===== config.mk =====
export PLATFORM = sky130hd
export DESIGN_NAME = slew_limiter
export DESIGN_NICKNAME = d
export VERILOG_FILES = /design/src/rtl/slew_limiter.sv
export SDC_FILE = /design/constraint.sdc
export NUM_CORES = 1
export LEC_CHECK = 0
export ABC_AREA = 1
export CAP_MARGIN = 10
export CORE_MARGIN = 2
export CORE_UTILIZATION = 56
export DETAILED_ROUTE_END_ITERATION = 10
export PLACE_DENSITY = 0.86
export SLEW_MARGIN = 25
export SYNTH_ARGS = -nofsm -noshare
export SYNTH_HDL_FRONTEND = slang
export SYNTH_SLANG_ARGS = --single-unit
export TNS_END_PERCENT = 1

===== constraint.sdc =====
create_clock -name clk -period 8.41 [get_ports clk]
set_input_delay 1.682 -clock clk [delete_from_list [all_inputs] [get_ports clk]]
set_output_delay 1.682 -clock clk [all_outputs]
set_load 0.1 [all_outputs]

===== src/rtl/slew_limiter.sv =====
// slew_limiter: four-channel output slew-rate limiter.
//
// Each sample_clk rise starts a six-cycle frame. The per-channel targets are
// captured on the rise (zero for unpatched inputs). One shared
// subtract/compare path then walks the four accumulators toward their
// targets by at most STEP LSBs each. All four outputs update together on
// the last cycle of the frame.
//
// Parameters:
//   W    - signed sample width in bits
//   STEP - largest change per sample in LSBs, 1 .. 2^(W-1)-1
// Ports:
//   clk            - clock; all state changes on its rising edge
//   rst            - asynchronous active-high reset
//   sample_clk     - sample-rate strobe, sampled in the clk domain
//   sample_in0..3  - signed input samples, one per channel
//   jack           - jack-detect bits; bit n high means input n is patched
//   sample_out0..3 - signed slew-limited output samples
//   overrun        - sticky; set when a strobe rise arrives mid-frame
module slew_limiter #(
    parameter int unsigned W    = 16,
    parameter int unsigned STEP = 64
) (
    input  logic                clk,
    input  logic                rst,
    input  logic                sample_clk,
    input  logic signed [W-1:0] sample_in0,
    input  logic signed [W-1:0] sample_in1,
    input  logic signed [W-1:0] sample_in2,
    input  logic signed [W-1:0] sample_in3,
    input  logic [7:0]          jack,
    output logic signed [W-1:0] sample_out0,
    output logic signed [W-1:0] sample_out1,
    output logic signed [W-1:0] sample_out2,
    output logic signed [W-1:0] sample_out3,
    output logic                overrun
);

    typedef enum logic [2:0] {StIdle, StCh0, StCh1, StCh2, StCh3, StCommit} state_e;

    localparam logic signed [W:0]   StepWide = (W+1)'(STEP);
    localparam logic signed [W:0]   StepNeg  = -StepWide;
    localparam logic signed [W-1:0] StepW    = W'(STEP);

    state_e              state_q, state_d;
    logic                sclk_d;
    logic                rise;
    logic                overrun_q;
    logic signed [W-1:0] target_q [4];
    logic signed [W-1:0] acc_q    [4];
    logic signed [W-1:0] out_q    [4];
    logic signed [W-1:0] in_vec   [4];

    // Shared update path, steered by the FSM
    logic [1:0]          ch;
    logic                ch_active;
    logic signed [W-1:0] cur_tgt, cur_acc, acc_next;
    logic signed [W:0]   diff;

    // Only the low four jack bits map to channels
    logic                unused_jack;
    assign unused_jack = ^jack[7:4];

    assign rise = sample_clk & ~sclk_d;

    assign in_vec[0] = sample_in0;
    assign in_vec[1] = sample_in1;
    assign in_vec[2] = sample_in2;
    assign in_vec[3] = sample_in3;

    always_comb begin
        state_d   = state_q;
        ch        = 2'd0;
        ch_active = 1'b0;
        unique case (state_q)
            StIdle:   if (rise) state_d = StCh0;
            StCh0:    begin ch = 2'd0; ch_active = 1'b1; state_d = StCh1;    end
            StCh1:    begin ch = 2'd1; ch_active = 1'b1; state_d = StCh2;    end
            StCh2:    begin ch = 2'd2; ch_active = 1'b1; state_d = StCh3;    end
            StCh3:    begin ch = 2'd3; ch_active = 1'b1; state_d = StCommit; end
            StCommit: state_d = StIdle;
            default:  state_d = StIdle;
        endcase
    end

    // Difference is one bit wider so a full-scale swing cannot wrap; the
    // accumulator sum stays in range because it only moves toward a legal
    // target and never overshoots it.
    always_comb begin
        cur_tgt = target_q[ch];
        cur_acc = acc_q[ch];
        diff    = {cur_tgt[W-1], cur_tgt} - {cur_acc[W-1], cur_acc};
        if (diff > StepWide) begin
            acc_next = cur_acc + StepW;
        end else if (diff < StepNeg) begin
            acc_next = cur_acc - StepW;
        end else begin
            acc_next = cur_tgt;
        end
    end

    always_ff @(posedge clk or posedge rst) begin
        if (rst) begin
            state_q   <= StIdle;
            // Reset high so a strobe already high at release is not a rise
            sclk_d    <= 1'b1;
            overrun_q <= 1'b0;
            for (int n = 0; n < 4; n++) begin
                target_q[n] <= '0;
                acc_q[n]    <= '0;
                out_q[n]    <= '0;
            end
        end else begin
            state_q <= state_d;
            sclk_d  <= sample_clk;
            if (rise && state_q != StIdle) begin
                overrun_q <= 1'b1;
            end
            if (rise && state_q == StIdle) begin
                for (int n = 0; n < 4; n++) begin
                    target_q[n] <= jack[n] ? in_vec[n] : '0;
                end
            end
            if (ch_active) begin
                acc_q[ch] <= acc_next;
            end
            if (state_q == StCommit) begin
                for (int n = 0; n < 4; n++) begin
                    out_q[n] <= acc_q[n];
                end
            end
        end
    end

    assign sample_out0 = out_q[0];
    assign sample_out1 = out_q[1];
    assign sample_out2 = out_q[2];
    assign sample_out3 = out_q[3];
    assign overrun     = overrun_q;

endmodule


==> flow_summary.ini, run 1 <==
[route]
drt_iter0_markers = 837
wl_met2_um = 12280
wl_met1_um = 11270
avgRoutedWirePerCell_um = 16.79
vias = 9049
drt.antenna.violating_nets = 0
highest_layer = met4
viasPerCell = 5.753
route.detailed.drc = 0
met3_wirelength_um = 2100
drt_wl_total_um = 26420
first_pass_iters = 5

[clock_network]
clock_tree.buffer_depth = 2
clk-insertion-delay-late_ns = 0.44
cts_resized = 0
hold_buffers = 0
htreeDepth = 4
clock-sinks = 197
clkTransAtPathRegs_ns = 0.07
cts_tree = yes
numCtsBuffers = 17
cts_setup_buffers = 0
clock_tree.root_cell = clkbuf_16

[cells_and_area]
nets = 1424
layout-drive-gt1-share_pct = 9.449
final_area_um2 = 12210
num_antenna_cells = 0
n_fill_cell = 1408
synthToLayoutAreaGrowth_pct = 19.63
multi_input_area_um2 = 4439
seqCellArea_um2 = 4931

[sta]
slew_headroom_pct = 34.23
fin_crit_sh_pct = 67.02
tns_ns = 0
slew_violations = 0
rsz0062_at_grt = no
tightest_slew_ns = 0.9834
hold_viol_final = 0
fmax_mhz = 177.4
finalCriticalPeriod_ns = 5.636
fin_hold_ws_ns = 0.4843
setup_viol = 0
clock_skew_ns = 0.01011

[critical_path]
crit_path_end_kind = flop
worstReg2RegEnd = acc_q[35]
rrSetupSlack_ns = 2.77
r2r_start = state_q[2]
critPathLaunchType = flop
ff2ff_path_depth = 25
max_stage_delay_ns = 0.68
critPathTopFamily = simple AND/OR/NAND/NOR gates
crit_slowest_cell = nor2_2
cp_common_cell = nand2_1
cp_data_arrival_time_ns = 6.01
worstPathBufferInverterCount = 5
required_ns = 8.78
path_max_fanout = 41
critical_path_class = flop to flop

[synth]
synth-edff-count = 0
ys_ff_latch = 197
synthArstFlopShare_pct = 100.0
synthCells = 1231
syn-num-nets = 1324
netlist.area_leader.share_pct = 48.07
ys.warnings.count = 0
ys_seq_area_share_pct = 48.33
synth_area_per_cell_um2 = 8.288
yosys.area.top_type = dfrtp_1
ys_types = 43
synth_common_cells = 288 x nand2_1, 196 x dfrtp_1, 159 x nand3_1, 141 x inv_1, 120 x o21ai_0
yosysMostFrequentCell = nand2_1
synth_area_um2 = 10200
ys.flop_type = dfrtp_1
synth_area_leaders = dfrtp_1 48%, nand2_1 11%, nand3_1 7.8%, o21ai_0 5.9%, inv_1 5.2%

[run_status]
status = finished clean

[global_route]
antenna_found_initial = 0
grt_pass1_vias = 8720
grt_overflow = 0
grt_pass1_wl_um = 43360
grt_max_degree = 129
track_usage_pct = 27.88

[hold_path]
hold_class = flop to flop
min_to = acc_q[23]
worstHoldStart = acc_q[23]
worstHoldPathCells = 2

[placed_design]
place.gp.congestion = 0.9424
dpl_cell_area_um2 = 11640
io_buffer_count = 135
hpwl_um = 18060

[floorplanning]
core_area_um2 = 17900
rows = 49
initial_utilization_pct = 56.99
fp.dieArea_um2 = 19310
die_h_um = 139.0
die_w_um = 139.0
num_io_pins = 140

[run]
maxCapViolations = 0
## worst reg2reg max path: cells and delay by family, from the launching register on
family                     cells  cell delay [ns]
and+or+nand+nor               15             2.48
buffers and inverters          5             1.50
AOI/OAI and AO/OA              4             0.74
DFF                            1             0.49
adders and majority gates      1             0.38
## area by class of cell
class | instances | area share [%]
multi-input combinational | 822 | 36.37
inverter | 150 | 4.675
timing repair buffer | 143 | 11.59
tap | 229 | 2.348
sequential | 197 | 40.40
clock buffer | 23 | 3.834
clock inverter | 9 | 0.7791
## cell families (layout without fill, tap and decap cells)
| group | count (synthesis) | in the layout | synth area share, % |
|---|---|---|---|
| buf+inv | 212 | 325 | 8.229 |
| simple gates | 531 | 531 | 23.56 |
| xor+xnor | 18 | 18 | 1.545 |
| fa+ha+maj | 18 | 18 | 2.281 |
| compound gates | 216 | 216 | 11.75 |
| flops | 197 | 197 | 48.33 |
| mux | 39 | 39 | 4.305 |
## per-stage QoR
stage	setup WS [ns]	util, %	instances
final	2.774	68.18	1573
after global placement	2.980	65.01	1541
after CTS	2.903	68.16	1573
after global routing	2.397	68.18	1573
after floorplan	1.361	-	1231
after detailed placement	2.906	65.01	1541
## worst max-delay path by stage
stage	endpoint	cells after the start	startpoint	slack (ns)
after floorplan	acc_q[0]	1	rst	1.36
after global placement	acc_q[42]	28	state_q[2]	2.98
after detailed placement	acc_q[44]	28	state_q[2]	2.91
after CTS	acc_q[35]	25	state_q[2]	2.90
after global routing	acc_q[35]	27	state_q[2]	2.40
final	acc_q[35]	25	state_q[2]	2.77
## routing by layer
layer	global-route usage [%]	up-vias
li1	-	4256
met1	38.25	4299
met2	44.41	429
met3	5.214	65
met4	10.90	0
met5	0	-
## state kept, by name (all words and copies together) (netlist names)
register	cells
sample_out1	16
acc_q	64
target_q	64
sample_out0	16
overrun	1
sclk_d	1
state_q	3
sample_out2	16
sample_out3	16
## cells in the final DEF (no fill, tap or decap), types with 2 or more instances in the layout
master           count
nand2_2             12
inv_2                8
nand4_1              5
nand3b_2             3
clkinv_4             3
clkdlybuf4s50_1    135
inv_6                2
dfrtp_1            196
o21ai_1              4
nand2_4              5
a21o_1               2
clkbuf_1             4
buf_4                7
a221oi_1            16
a22o_1               5
inv_1              140
a21oi_1             54
o21a_1               5
xor2_1              15
nor3_1               8
nand3_2             11
a31oi_1              3
nor4_1               2
clkbuf_16           17
nor2_2               8
clkinv_2             2
nor3_2               2
nand3_1            159
o211ai_1             2
clkbuf_8             2
nor2_1              29
o21ai_0            120
ha_1                17
mux2_2              39
inv_8                2
xnor2_1              3
nand2_1            287
Power of run 1 is not shown: default switching activity piles up to over one toggle a cycle in this logic, so the estimate is an artifact.
==> run 2: changes to the inputs <==
==> constraint.sdc (replaced) <==
create_clock -name clk -period 5.59 [get_ports clk]
set_input_delay 1.118 -clock clk [delete_from_list [all_inputs] [get_ports clk]]
set_output_delay 1.118 -clock clk [all_outputs]
set_load 0.1 [all_outputs]
==> run 2 against run 1 <==
Register-to-register slack worse by 2.3 ns. Hold slack worse by 0.0091 ns. Critical path depth is 4 lower. Die area stayed put. First-iteration DRC count is 18% higher.
==> flow_summary.ini, run 2 (synthesis results as in run 1) <==
[route]
viasPerCell = 5.799
drt_iter0_markers = 985
vias = 9162
route.detailed.drc = 0
avgRoutedWirePerCell_um = 17.01
drt.antenna.violating_nets = 0
drt_wl_total_um = 26870
first_pass_iters = 7

[global_route]
antenna_found_initial = 0
track_usage_pct = 28.64
grt_pass1_vias = 8888
grt_overflow = 0
grt_pass1_wl_um = 44350
grt_max_degree = 198

[critical_path]
cp_data_arrival_time_ns = 5.44
crit_path_end_kind = flop
rrSetupSlack_ns = 0.52
critical_path_class = flop to flop
path_max_fanout = 24
required_ns = 5.97
critPathLaunchType = flop

[placed_design]
hpwl_um = 18290
io_buffer_count = 135
place.gp.congestion = 0.9575

[clock_network]
clk-insertion-delay-late_ns = 0.44
htreeDepth = 4
numCtsBuffers = 17
cts_resized = 0
clock-sinks = 197
hold_buffers = 0
clock_tree.root_cell = clkbuf_16
clock_tree.buffer_depth = 2
clkTransAtPathRegs_ns = 0.08
cts_setup_buffers = 0
cts_tree = yes

[sta]
clock_skew_ns = 0.009608
finalCriticalPeriod_ns = 5.067
slew_violations = 0
hold_viol_final = 0
tns_ns = 0
rsz0062_at_grt = no
fmax_mhz = 197.4
fin_crit_sh_pct = 90.64
setup_viol = 0
tightest_slew_ns = 0.9946
slew_headroom_pct = 33.69

[cells_and_area]
layout-drive-gt1-share_pct = 10.21
n_fill_cell = 1370
seqCellArea_um2 = 4931
layout_commonest_cell = nand2_1
layout_common_cells = 287 x nand2_1, 196 x dfrtp_1, 159 x nand3_1, 140 x inv_1, 135 x clkdlybuf4s50_1
nets = 1431
multi_input_area_um2 = 4439
reg.largest.list = acc_q (64), target_q (64)
num_antenna_cells = 0
synthToLayoutAreaGrowth_pct = 20.77

[run]
maxCapViolations = 0

[floorplanning]
num_io_pins = 140
die_h_um = 139.0
initial_utilization_pct = 56.99
rows = 49
fp.dieArea_um2 = 19310
core_area_um2 = 17900
die_w_um = 139.0

[hold_path]
hold_class = flop to flop

[run_status]
status = finished clean
-- run 2: changes by cell type in the layout (fill, tap and decap cells not counted), sizes merged --
cell / delta
buf: +7
clkbuf: -5
inv: +3
bufinv: +1
clkinvlp: +1
-- run 2: layer usage --
layer | global-route usage, % | share of wire (%) | wire length [um]
met1 | 38.51 | 42 | 11260
met2 | 46.28 | 48 | 12810
met3 | 5.594 | 7.7 | 2070
met4 | 11.22 | 2.7 | 735
met5 | 0 | 0 | 0
-- run 2: path summary, 6_finish.rpt --
| kind | from | endpoint | depth (start not counted) |
|---|---|---|---|
| worst max-delay path | state_q[2] | acc_q[1] | 21 |
| worst min-delay path | overrun | overrun | 1 |
| worst max register to register | state_q[2] | acc_q[1] | 21 |
| worst min register to register | overrun | overrun | 1 |
| max in group asynchronous | rst | acc_q[30] | 4 |
| min in group asynchronous | rst | sample_out3[2] | 3 |
-- run 2: through the flow --
| step | instance area, um^2 | instances | util, % | hold WS, ns | setup slack, ns |
|---|---|---|---|---|---|
| after floorplan | 10210 | 1231 | - | 0.4490 | 1.609 |
| after global placement | 11690 | 1547 | 65.31 | 0.4466 | 0.8271 |
| after detailed placement | 11690 | 1547 | 65.31 | 0.4614 | 0.7379 |
| after CTS | 12290 | 1579 | 68.67 | 0.4759 | 0.6176 |
| after global routing | 12320 | 1580 | 68.83 | 0.4851 | 0.09990 |
| final | 12320 | 1580 | 68.83 | 0.4751 | 0.5231 |
-- run 2: area by class of cell --
type | instances | area share, %
Sequential cell | 197 | 40.02
Multi-Input combinational cell | 822 | 36.03
Timing Repair Buffer | 150 | 12.14
Inverter | 150 | 4.600
Clock buffer | 18 | 3.564
Tap cell | 229 | 2.325
Clock inverter | 14 | 1.320
-- run 2: worst max-delay path, stage by stage, from the launching register on --
cell and delay (ns):
dfrtp_1 0.47, nor2_2 0.13, nand2_1 0.35, nand2_2 0.37, inv_2 0.27, o21ai_0 0.27, a21oi_1 0.08, a221oi_1 0.54
ha_1 0.39, a21oi_1 0.26, o21ai_0 0.15, a21oi_1 0.14, nand2_1 0.13, xor2_1 0.20, nand3_1 0.12, nor2_2 0.17
nand2_4 0.13, nand2_4 0.23, nand2_2 0.18, nand2_1 0.17, nand3_1 0.09, nand2_1 0.11
Power of run 2 is left out for the same reason.
